### src/rtl/bsg_wormhole_link_scheduler_pkg.sv
// Shared types for the wormhole link scheduler: header layout macro, FSM states and
// a circular index helper.
`ifndef BSG_WORMHOLE_LINK_SCHEDULER_PKG_SV
`define BSG_WORMHOLE_LINK_SCHEDULER_PKG_SV

`define DECLARE_BSG_WORMHOLE_HEADER_S(width_mp, cord_width_mp, len_width_mp, struct_name_mp) \
    typedef struct packed { \
        logic [(width_mp)-(cord_width_mp)-(len_width_mp)-1:0] payload; \
        logic [(len_width_mp)-1:0] len; \
        logic [(cord_width_mp)-1:0] cord; \
    } struct_name_mp

package bsg_wormhole_link_scheduler_pkg;

    typedef enum logic [0:0] {
        StIdle = 1'b0,
        StLock = 1'b1
    } state_e;

    // Next index in a ring of num entries, wrapping num-1 -> 0.
    function automatic int unsigned next_index(input int unsigned idx, input int unsigned num);
        return (idx + 1 == num) ? 0 : idx + 1;
    endfunction

endpackage

`endif

### src/rtl/bsg_wormhole_rr_pick.sv
// Combinational rotating-priority picker: first set request at or after start_i.
module bsg_wormhole_rr_pick
    import bsg_wormhole_link_scheduler_pkg::*;
#(
    parameter int unsigned num_p   = 4,
    parameter int unsigned idx_w_p = 2
) (
    input  logic [num_p-1:0]   reqs_i,
    input  logic [idx_w_p-1:0] start_i,
    output logic [num_p-1:0]   grant_o,
    output logic [idx_w_p-1:0] idx_o,
    output logic               found_o
);

    logic [idx_w_p-1:0] scan;

    always_comb begin
        grant_o = '0;
        idx_o   = '0;
        found_o = 1'b0;
        scan    = start_i;
        for (int unsigned k = 0; k < num_p; k++) begin
            if (!found_o && reqs_i[scan]) begin
                found_o       = 1'b1;
                idx_o         = scan;
                grant_o[scan] = 1'b1;
            end
            scan = idx_w_p'(next_index(32'(scan), num_p));
        end
    end

endmodule

### src/rtl/bsg_wormhole_link_scheduler.sv
// Packet-granular arbiter sharing one downstream wormhole link among num_in_p sources,
// with an optional multi-packet quantum per grant.
module bsg_wormhole_link_scheduler
    import bsg_wormhole_link_scheduler_pkg::*;
#(
    parameter int unsigned width_p      = 64,
    parameter int unsigned num_in_p     = 4,
    parameter int unsigned cord_width_p = 7,
    parameter int unsigned len_width_p  = 4,
    parameter int unsigned quantum_p    = 1
) (
    input  logic                               clk_i,
    input  logic                               reset_n_i,
    input  logic [num_in_p-1:0]                valid_i,
    input  logic [num_in_p-1:0][width_p-1:0]   data_i,
    output logic [num_in_p-1:0]                ready_and_o,
    output logic                               valid_o,
    output logic [width_p-1:0]                 data_o,
    input  logic                               ready_and_i,
    output logic [num_in_p-1:0]                grant_o,
    output logic                               busy_o
);

    localparam int unsigned idx_w = $clog2(num_in_p);
    localparam int unsigned cnt_w = $clog2(quantum_p + 1);

    `DECLARE_BSG_WORMHOLE_HEADER_S(width_p, cord_width_p, len_width_p, header_s);

    state_e                 state_r;
    logic [idx_w-1:0]       owner_r;
    logic [cnt_w-1:0]       pkt_cnt_r;
    logic [len_width_p-1:0] flits_left_r;

    logic [idx_w-1:0]    start_idx, pick_idx, winner, sel;
    logic [num_in_p-1:0] pick_grant, gnt;
    logic                pick_found, quantum_hold, any_valid, handshake;
    logic [cnt_w-1:0]    cnt_eff, cnt_base, cnt_inc, cnt_next;
    header_s             hdr;
    logic                unused_hdr_fields;

    assign start_idx = idx_w'(next_index(32'(owner_r), num_in_p));

    bsg_wormhole_rr_pick #(
        .num_p  (num_in_p),
        .idx_w_p(idx_w)
    ) u_pick (
        .reqs_i (valid_i),
        .start_i(start_idx),
        .grant_o(pick_grant),
        .idx_o  (pick_idx),
        .found_o(pick_found)
    );

    // Quantum continues only while the previous owner still has a header waiting.
    assign quantum_hold = (pkt_cnt_r != '0) && valid_i[owner_r];
    assign winner       = quantum_hold ? owner_r : pick_idx;
    assign any_valid    = quantum_hold || pick_found;
    assign cnt_eff      = quantum_hold ? pkt_cnt_r : '0;
    assign sel          = (state_r == StLock) ? owner_r : winner;

    assign hdr               = data_i[winner];
    assign unused_hdr_fields = ^{hdr.payload, hdr.cord};

    always_comb begin
        gnt         = '0;
        grant_o     = '0;
        ready_and_o = '0;
        valid_o     = 1'b0;
        data_o      = '0;
        if (reset_n_i && (state_r == StLock || any_valid)) begin
            if (state_r == StLock || quantum_hold) begin
                gnt[sel] = 1'b1;
            end else begin
                gnt = pick_grant;
            end
            grant_o     = gnt;
            valid_o     = valid_i[sel];
            data_o      = data_i[sel];
            ready_and_o = gnt & {num_in_p{ready_and_i}};
        end
    end

    assign handshake = valid_o && ready_and_i;
    assign cnt_base  = (state_r == StIdle) ? cnt_eff : pkt_cnt_r;
    assign cnt_inc   = cnt_base + 1'b1;
    assign cnt_next  = (cnt_inc == cnt_w'(quantum_p)) ? '0 : cnt_inc;

    always_ff @(posedge clk_i or negedge reset_n_i) begin
        if (!reset_n_i) begin
            state_r      <= StIdle;
            owner_r      <= idx_w'(num_in_p - 1);
            pkt_cnt_r    <= '0;
            flits_left_r <= '0;
            busy_o       <= 1'b0;
        end else if (handshake) begin
            unique case (state_r)
                StIdle: begin
                    owner_r <= winner;
                    if (hdr.len == '0) begin
                        pkt_cnt_r <= cnt_next;
                    end else begin
                        pkt_cnt_r    <= cnt_eff;
                        flits_left_r <= hdr.len;
                        state_r      <= StLock;
                        busy_o       <= 1'b1;
                    end
                end
                StLock: begin
                    flits_left_r <= flits_left_r - 1'b1;
                    if (flits_left_r == len_width_p'(1)) begin
                        pkt_cnt_r <= cnt_next;
                        state_r   <= StIdle;
                        busy_o    <= 1'b0;
                    end
                end
                default: state_r <= StIdle;
            endcase
        end
    end

endmodule

### config.mk
export PLATFORM = sky130hd
export DESIGN_NAME = bsg_wormhole_link_scheduler
export DESIGN_NICKNAME = d
export VERILOG_FILES = /design/src/rtl/bsg_wormhole_link_scheduler_pkg.sv /design/src/rtl/bsg_wormhole_rr_pick.sv /design/src/rtl/bsg_wormhole_link_scheduler.sv
export SDC_FILE = /design/constraint.sdc
export NUM_CORES = 1
export LEC_CHECK = 0
export ABC_AREA = 1
export ABC_CLOCK_PERIOD_IN_PS = 7450
export CAP_MARGIN = 20
export CORE_AREA = 8 8 124 126
export CTS_CLUSTER_DIAMETER = 80
export DETAILED_ROUTE_END_ITERATION = 6
export DIE_AREA = 0 0 132 134
export GPL_TIMING_DRIVEN = 0
export PLACE_DENSITY = 0.72
export SYNTH_ARGS = -nofsm -noshare
export SYNTH_HDL_FRONTEND = slang
export SYNTH_SLANG_ARGS = --single-unit
### constraint.sdc
create_clock -name clk_i -period 7.45 [get_ports clk_i]
set_input_delay 1.49 -clock clk_i [delete_from_list [all_inputs] [get_ports clk_i]]
set_output_delay 1.49 -clock clk_i [all_outputs]
set_load 0.02 [all_outputs]
==> results.cfg, run 1 <==
[layout]
fill_cells = 1395
nNetsFinal = 1327
antennaDiodeCount = 0
area_growth_pct = 105
drive_above_1_share_pct = 4.93
stdcell_area_mm2 = 0.00716

[detailed_routing]
vias = 5918
viasPerCell = 4.80
drc = 0
drt-wirelength-per-cell_um = 18.6
drtIter0Drc = 399
first_pass_iters = 5
wl_um = 22900
antenna_left = 0

[pwr]
switching_share_pct = 57.9
p_leak_nw = 2.89
p_per_area_mw_per_mm2 = 316
power_switching_w = 0.00131
max-vdd-ir-drop_mv = 0.167
p_total_w = 0.00226
p_comb_share_pct = 92.2
cell_internal_pwr_w = 0.000952
pwr-share-clk_pct = 4.2
p_seq_share_pct = 3.5

[global_routing]
grt_pass1_wl_um = 34200
grt_use_total_pct = 24.3
antenna_found_initial = 0
globalRouteOverflowTotal = 0
grt_max_degree = 14
grt_pass1_vias = 5602

[clocking]
cts_resized = 0
clock_latency_ns = 0.24
cts_buffers = 3
cts_setup_buffers = 0
cts-root-buf = clkbuf_16
cts_tree = done
cts_htree_levels = 1
cts_buffer_depth = 2
holdBufCountCts = 0
cts_sinks = 8
clk_pin_slew_ns = 0.04

[critical_path]
cp_data_required_time_ns = 5.96
worstSetupEndpointType = primary output
slowest_delay_ns = 0.72
path_cells = clkdlybuf4s50_1 > inv_1 > nand2_1 > nand3_2 > nand2_4 > nor2_1 > nor2_2 > nand2_4 > nand2_4 > nand2_4 > nand2_4 > buf_6 > buf_2 > buf_2 > o21ai_1 > a21oi_1 > clkdlybuf4s50_1
crit_top_cell = nand2_4
worst-setup-path-type = in -> out
critPathMaxFanout = 10
crit_path_start_kind = input port
crit_slowest_cell = clkdlybuf4s50_1
arrival_ns = 4.85

[sta]
rsz0062_at_grt = no
period_needed_ns = 6.34
finalCritPeriodShare_pct = 85.1
slew_violations = 0
final-setup-viol-count = 0
finalHoldViolations = 0
worst_slew_pin_slew_ns = 0.684
skew_ns = 0.00438
max_slew_margin_pct = 54.4
fin_tns_setup_ns = 0
clock.fmax_mhz = 158

[synthesis]
synth_cell_types = 32
ys_ff_latch = 8
syn_inst = 714
yosys_warnings = 0
asyncSetResetFlopFracSynth_pct = 100
syn_nets = 986
syn-cell-area_mm2 = 0.00349
synth_edf_count = 0
seq_area_frac_synth_pct = 5.81
synth_ff_type = dfrtp_1
avgSynthCellArea_um2 = 4.89

[place]
place_area_mm2 = 0.00708
dpl.hpwl_um = 18700
io_buffers = 336
gp_congestion = 0.959

[min_path]
min_path_type = reg -> reg

[job]
cap_violations = 0

[floorplan]
rows = 43
pin_count = 337
fp.dieArea_mm2 = 0.0177
die_h_um = 134
start_util_pct = 25.9
die_w_um = 132
core-area_mm2 = 0.0135

[status]
status = completed
==> flip-flops by register name, indices dropped and copies added, names as in the netlist <==
register / count
flits_left_r: 4
owner_r: 2
busy_o: 1
state_r: 1
==> Yosys cell counts (3+ instances only) <==
library cell / count / area share [%]
nand2_1: 83 / 8.9
o21ai_1: 80 / 11
o21ai_0: 65 / 9.3
clkbuf_1: 18 / 1.9
nor2_1: 255 / 27
a221oi_1: 3 / 0.75
buf_2: 16 / 2.3
nand2_2: 3 / 0.54
buf_6: 10 / 3.2
nand3_2: 3 / 0.86
nor3_1: 6 / 0.86
ha_1: 9 / 3.2
nand2_4: 5 / 1.6
inv_2: 4 / 0.43
inv_1: 32 / 3.4
dfrtp_1: 6 / 4.3
nand3_1: 20 / 2.9
a21oi_1: 74 / 11
buf_1: 7 / 0.75
==> final cells by class <==
type / count / area, um^2 / share of cell area (%)
plain buffers: 51 / 287 / 4.00
flip-flops and latches: 8 / 203 / 2.83
multi-input cells: 617 / 2860 / 39.9
repair buffers: 336 / 3360 / 47.0
well taps: 180 / 225 / 3.15
clock buffers: 4 / 78.8 / 1.10
inverters: 38 / 144 / 2.01
==> critical path, delay by kind of cell <==
| kind | cells | cell delay (ns) |
|---|---|---|
| AO/OA/AOI/OAI | 2 | 0.33 |
| AND/OR/NAND/NOR | 9 | 0.98 |
| buffers and inverters | 6 | 2.03 |
==> final timing paths <==
check | startpoint | to | slack [ns] | cells after the start
worst max-delay path | valid_i[2] | data_o[37] | 1.11 | 17
worst min-delay path | flits_left_r[1] | flits_left_r[1] | 0.46 | 2
worst max register to register | owner_r[0] | flits_left_r[3] | 4.29 | 20
max in group asynchronous | reset_n_i | owner_r[1] | 5.56 | 1
min in group asynchronous | reset_n_i | flits_left_r[0] | 1.56 | 1
worst min register to register | flits_left_r[1] | flits_left_r[1] | 0.46 | 2
==> logic make-up after synthesis <==
kind of cell / synth area share, %
simple gates: 45.4
compound gates: 33.0
buf+inv: 12.3
fa+ha+maj: 3.23
flops: 5.81
xor+xnor: 0.251
==> cells in the final DEF, fill, tap and decap left out, types with 5 or more instances in the layout <==
cell type / netlist / layout
a21oi_1: 74 / 74
buf_1: 7 / 7
buf_2: 16 / 16
buf_6: 10 / 10
clkbuf_1: 18 / 19
clkdlybuf4s50_1: 0 / 336
dfrtp_1: 6 / 6
ha_1: 9 / 9
inv_1: 32 / 32
nand2_1: 83 / 83
nand2_4: 5 / 5
nand3_1: 20 / 20
nor2_1: 255 / 255
nor3_1: 6 / 6
o21ai_0: 65 / 65
o21ai_1: 80 / 80
==> power by group through the flow <==
stage | clock network, W | registers [W] | logic [W]
2_1_floorplan | 0 | 0.0000770 | 0.00129
3_3_place_gp | 0 | 0.0000798 | 0.00207
3_5_place_dp | 0 | 0.0000804 | 0.00208
4_1_cts | 0.0000954 | 0.0000801 | 0.00209
5_1_grt | 0.0000987 | 0.0000823 | 0.00231
6_report | 0.0000954 | 0.0000800 | 0.00209
==> routing by layer <==
metal / vias to the layer above / part of all wire (%) / global-route usage (%)
li1: 3020 / - / -
met1: 2603 / 41 / 29.8
met2: 262 / 48 / 41.3
met3: 33 / 8.4 / 6.10
met4: 0 / 2.6 / 6.38
met5: - / 0 / 0
==> stage by stage <==
step / util (%) / hold slack [ns] / worst slack [ns] / cells
3_3_place_gp: 52.4 / 0.458 / 1.14 / 1230
5_1_grt: 53.0 / 0.511 / 0.821 / 1234
2_1_floorplan: - / 0.442 / 2.64 / 714
6_report: 53.0 / 0.464 / 1.11 / 1234
3_5_place_dp: 52.4 / 0.460 / 1.15 / 1230
4_1_cts: 53.0 / 0.470 / 1.13 / 1234
No activity file was read; power rests on OpenSTA's default activity.
==> inputs of run 2 (changes only) <==
--- a/config.mk
+++ b/config.mk
@@ -14,6 +14,7 @@
 export DIE_AREA = 0 0 132 134
 export GPL_TIMING_DRIVEN = 0
 export PLACE_DENSITY = 0.72
+export REMOVE_ABC_BUFFERS = 1
 export SYNTH_ARGS = -nofsm -noshare
 export SYNTH_HDL_FRONTEND = slang
 export SYNTH_SLANG_ARGS = --single-unit
==> run 2 against run 1 <==
Clock skew decreased by 0.00056 ns; highest routed layer is now met5; hold slack improved by 0.010 ns; wire length decreased by 10%; count of clock-buffer cells in the layout decreased by 1; largest power group unchanged; global-route usage decreased by 2.6 points; first-iteration DRC count unchanged; non-clock buffer count decreased by 47; sequential cell count unchanged; die area unchanged; sequential power increased by 8.4%; final area decreased by 2.6%; cell count decreased by 3.9%.
==> results.cfg, run 2 (synthesis gave the netlist of run 1 again) <==
[floorplan]
pin_count = 337
core-area_mm2 = 0.0135
rows = 43
die_w_um = 132
fp.dieArea_mm2 = 0.0177
die_h_um = 134
start_util_pct = 25.9

[clocking]
cts_buffer_depth = 2
cts_buffers = 3
cts-root-buf = clkbuf_16
cts_sinks = 8
cts_htree_levels = 1
cts_resized = 0
cts_setup_buffers = 0
clk_pin_slew_ns = 0.04
cts_tree = done
holdBufCountCts = 0
clock_latency_ns = 0.23

[critical_path]
slowest_delay_ns = 0.80
crit_path_start_kind = input port
ff2ff_setup_slack_ns = 3.13
critPathMaxFanout = 44
crit_top_cell = nand2_1
worst-r2r-cell-count = 20
timing.rr.start = owner_r[0]
worstSetupEndpointType = primary output
worst-setup-path-type = in -> out
cp-startpoint = valid_i[3]
cp_data_required_time_ns = 5.96
arrival_ns = 5.65
timing.rr.end = flits_left_r[0]
crit_slowest_cell = o21ai_4
crit_end = data_o[63]
path_cells = clkdlybuf4s50_1 > inv_1 > nand2_1 > nand3_2 > nand2_4 > nor2_4 > nand2_1 > nand2_1 > inv_1 > nand2_2 > o21ai_4 > inv_2 > buf_12 > nor2_1 > o21ai_0 > a21oi_1 > clkdlybuf4s50_1

[layout]
antennaDiodeCount = 0
reg_top3 = flits_left_r x4, owner_r x2
nNetsFinal = 1280
fill_cells = 1370
multi_input_area_mm2 = 0.00287
stdcell_area_mm2 = 0.00697
largest_reg_flops = 4
regMostFlops = flits_left_r
final_cell_mix = 336 x clkdlybuf4s50_1, 255 x nor2_1, 83 x nand2_1
area_growth_pct = 99.7
final_common_cell = clkdlybuf4s50_1
drive_above_1_share_pct = 3.08
seq_area_um2 = 203

[place]
gp_congestion = 0.884
io_buffers = 336
place_area_mm2 = 0.00690
dpl.hpwl_um = 16200

[sta]
hold_slack_ns = 0.474
finalHoldViolations = 0
period_needed_ns = 7.14
rsz0062_at_grt = no
skew_ns = 0.00382
slew_violations = 0
final-setup-viol-count = 0
finalCritPeriodShare_pct = 95.8
clock.fmax_mhz = 140
max_slew_margin_pct = 32.4
worst_slew_pin_slew_ns = 1.01

[status]
status = completed

[detailed_routing]
drt-wirelength-per-cell_um = 17.4
first_pass_iters = 4
drc = 0
viasPerCell = 4.72
vias = 5599
wl_um = 20600
drtIter0Drc = 399
antenna_left = 0

[pwr]
p_total_w = 0.00213
p_leak_nw = 2.78
max-vdd-ir-drop_mv = 0.201
p_per_area_mw_per_mm2 = 306

[global_routing]
grt_pass1_vias = 5196
grt_max_degree = 124
grt_pass1_wl_um = 31200
grt_use_total_pct = 21.7
antenna_found_initial = 3
globalRouteOverflowTotal = 0

[job]
cap_violations = 0

[min_path]
min_path_type = reg -> reg
-- run 2: through the flow --
step                      worst slack (ns)  setup TNS, ns  util [%]  std cells
after floorplan                     -0.279          -8.48         -        663
after global placement               -4.34        -298.97      50.3       1179
after detailed placement             0.324              0      51.1       1183
after CTS                            0.317              0      51.6       1186
after global routing                0.0202              0      51.6       1186
final                                0.312              0      51.6       1186
-- run 2: area by class of cell --
cell class,instances,share of cell area [%]
well taps,180,3.23
repair buffers,340,49.5
inverters,38,2.12
multi-input cells,617,41.2
flip-flops and latches,8,2.91
clock buffers,3,1.08
-- run 2: how the worst min path moves through the flow --
| stage | from | endpoint | slack, ns | cells past startpoint |
|---|---|---|---|---|
| 2_1_floorplan | flits_left_r[1] | flits_left_r[1] | 0.44 | 2 |
| 3_5_place_dp | flits_left_r[1] | flits_left_r[1] | 0.47 | 2 |
| 4_1_cts | flits_left_r[1] | flits_left_r[1] | 0.48 | 2 |
| 3_3_place_gp | busy_o | busy_o | 0.46 | 2 |
| 6_report | busy_o | busy_o | 0.47 | 2 |
| 5_1_grt | busy_o | busy_o | 0.50 | 2 |
-- run 2: metal layers --
metal / wire length [um] / track usage [%] / vias to the layer above
met5: 38 / 0 / -
met4: 269 / 2.81 / 6
met3: 1960 / 7.07 / 23
met2: 9780 / 37.6 / 214
met1: 8530 / 26.2 / 2432
li1: - / - / 2924
-- run 2: power by group --
group	internal (W)	total (W)	switching, W
logic	0.000770	0.00196	0.00118
clock network	0.0000693	0.0000916	0.0000222
registers	0.0000628	0.0000867	0.0000239
total	0.000902	0.00213	0.00123
-- run 2: worst max-delay path: cells and delay by family --
family	cells	cell delay, ns
buf+inv	6	2.19
simple gates	8	0.72
compound gates	3	1.19
==> inputs of run 3 (changes only) <==
--- a/config.mk
+++ b/config.mk
@@ -15,6 +15,7 @@
 export GPL_TIMING_DRIVEN = 0
 export PLACE_DENSITY = 0.72
 export REMOVE_ABC_BUFFERS = 1
+export SETUP_SLACK_MARGIN = 0.15
 export SYNTH_ARGS = -nofsm -noshare
 export SYNTH_HDL_FRONTEND = slang
 export SYNTH_SLANG_ARGS = --single-unit
==> run 3 against run 2 <==
Via count up 0.36%; setup slack gained 0.30 ns; sequential cell count did not move; power rose by 0.84%; clock skew shrank 0.00095 ns; sequential share of layout area barely moved; final area is 0.25% higher; combinational power hardly changed; critical path type unchanged; critical endpoint unchanged; highest routed layer unchanged.
==> results.cfg, run 3 (synthesis gave the netlist of run 1 again) <==
[status]
status = completed

[floorplan]
core-area_mm2 = 0.0135
pin_count = 337
rows = 43
start_util_pct = 25.9
fp.dieArea_mm2 = 0.0177
die_w_um = 132
die_h_um = 134

[layout]
reg_top3 = flits_left_r x4, owner_r x2
multi_input_area_mm2 = 0.00288
area_growth_pct = 100
antennaDiodeCount = 0
largest_reg_flops = 4
fin_cells = 1187
final_common_cell = clkdlybuf4s50_1
nNetsFinal = 1281
fill_cells = 1370
final_cell_mix = 336 x clkdlybuf4s50_1, 255 x nor2_1, 83 x nand2_1
drive_above_1_share_pct = 3.18
stdcell_area_mm2 = 0.00699
seq_area_um2 = 203
regMostFlops = flits_left_r

[global_routing]
grt_pass1_wl_um = 31200
grt_max_degree = 124
antenna_found_initial = 3
grt_use_total_pct = 21.7
grt_pass1_vias = 5196
globalRouteOverflowTotal = 0

[critical_path]
critPathMaxFanout = 123
crit_slowest_cell = bufinv_8
worst-setup-path-type = in -> out
path_cells = clkdlybuf4s50_1 > inv_1 > nand2_1 > nand3_2 > nand2_4 > nor2_1 > nor2_2 > nand2_4 > nand2_4 > nand2_4 > nand2_4 > bufinv_8 > nor2_1 > nor2_1 > o21ai_0 > a21oi_1 > clkdlybuf4s50_1
crit_path_start_kind = input port
worstSetupEndpointType = primary output
worst-r2r-cell-count = 20
timing.rr.end = flits_left_r[0]
timing.rr.start = owner_r[0]
arrival_ns = 5.35
slowest_delay_ns = 0.75
cp_data_required_time_ns = 5.96
ff2ff_setup_slack_ns = 3.42
crit_top_cell = nand2_4

[min_path]
worstHoldStart = busy_o
hold_end = busy_o
whs_path_depth = 2
min_path_type = reg -> reg

[clocking]
cts_sinks = 8
cts_buffer_depth = 2
clk_pin_slew_ns = 0.04
clock_latency_ns = 0.23
cts_tree = done
cts-root-buf = clkbuf_16
cts_htree_levels = 1
cts_buffers = 3
cts_setup_buffers = 0

[place]
dpl.cell_count = 1183
dpl.hpwl_um = 16200
place_area_mm2 = 0.00690
gp_congestion = 0.884
dp_slack_ns = 0.324
io_buffers = 336

[sta]
final-setup-viol-count = 0
hold_slack_ns = 0.474
max_slew_margin_pct = 34.6
worst_slew_pin_slew_ns = 0.981
skew_ns = 0.00287
fin_tns_setup_ns = 0
finalHoldViolations = 0
clock.fmax_mhz = 146
finalCritPeriodShare_pct = 91.8
setup_ws_ns = 0.608
period_needed_ns = 6.84
slew_violations = 0
rsz0062_at_grt = no

[detailed_routing]
drc = 0
drt-wirelength-per-cell_um = 17.7
drtIter0Drc = 450
viasPerCell = 4.73
wl_um = 21000
vias = 5619
antenna_left = 0
first_pass_iters = 7

[pwr]
p_leak_nw = 2.79
p_per_area_mw_per_mm2 = 308
max-vdd-ir-drop_mv = 0.197

[job]
cap_violations = 0
[run 3: cell types whose count changed in the layout (fill, tap and decap cells not counted), sizes merged]
cell    before  now
clkinv       2    1
o21ai      145  146
bufinv       0    1
[run 3: final cells by class]
| type | instances | share of cell area (%) |
|---|---|---|
| Inverter | 38 | 2.24 |
| Tap cell | 180 | 3.22 |
| Timing Repair Buffer | 340 | 49.4 |
| Multi-Input combinational cell | 618 | 41.2 |
| Sequential cell | 8 | 2.90 |
| Clock buffer | 3 | 1.07 |
[run 3: where the power goes]
group          internal, W  total (W)  switching (W)
clock network    0.0000693  0.0000911      0.0000218
logic             0.000774    0.00197        0.00120
registers        0.0000628  0.0000874      0.0000246
[run 3: repair_timing]
item / CTS / global route
setup endpoints to repair: 0 / 7
resized for setup: 0 / 1
hold buffers: 0 / 0
[run 3: how the worst max path moves through the flow]
stage | end | start | depth (start not counted)
5_1_grt | data_o[63] | valid_i[3] | 17
2_1_floorplan | ready_and_o[1] | valid_i[2] | 14
3_3_place_gp | data_o[5] | valid_i[3] | 16
3_5_place_dp | data_o[63] | valid_i[3] | 17
6_report | data_o[63] | valid_i[3] | 17
4_1_cts | data_o[63] | valid_i[3] | 17
[run 3: worst max-delay path: cells and delay by family]
family	cells	cell delay, ns
buffers and inverters	4	2.01
AO/OA/AOI/OAI	2	0.34
AND/OR/NAND/NOR	11	1.45
[run 3: per-layer routing]
metal,vias up,routed length [um],global-route usage [%]
met4,6,269,2.81
li1,2924,-,-
met3,23,1860,7.07
met2,217,9920,37.6
met5,-,38,0
met1,2449,8890,26.2
[run 3: through the flow]
stage               total power, W  utilization, %
CTS                        0.00214            51.6
global route               0.00237            51.7
floorplan                  0.00128               -
global placement           0.00202            50.3
detailed placement         0.00204            51.1
finish                     0.00215            51.7
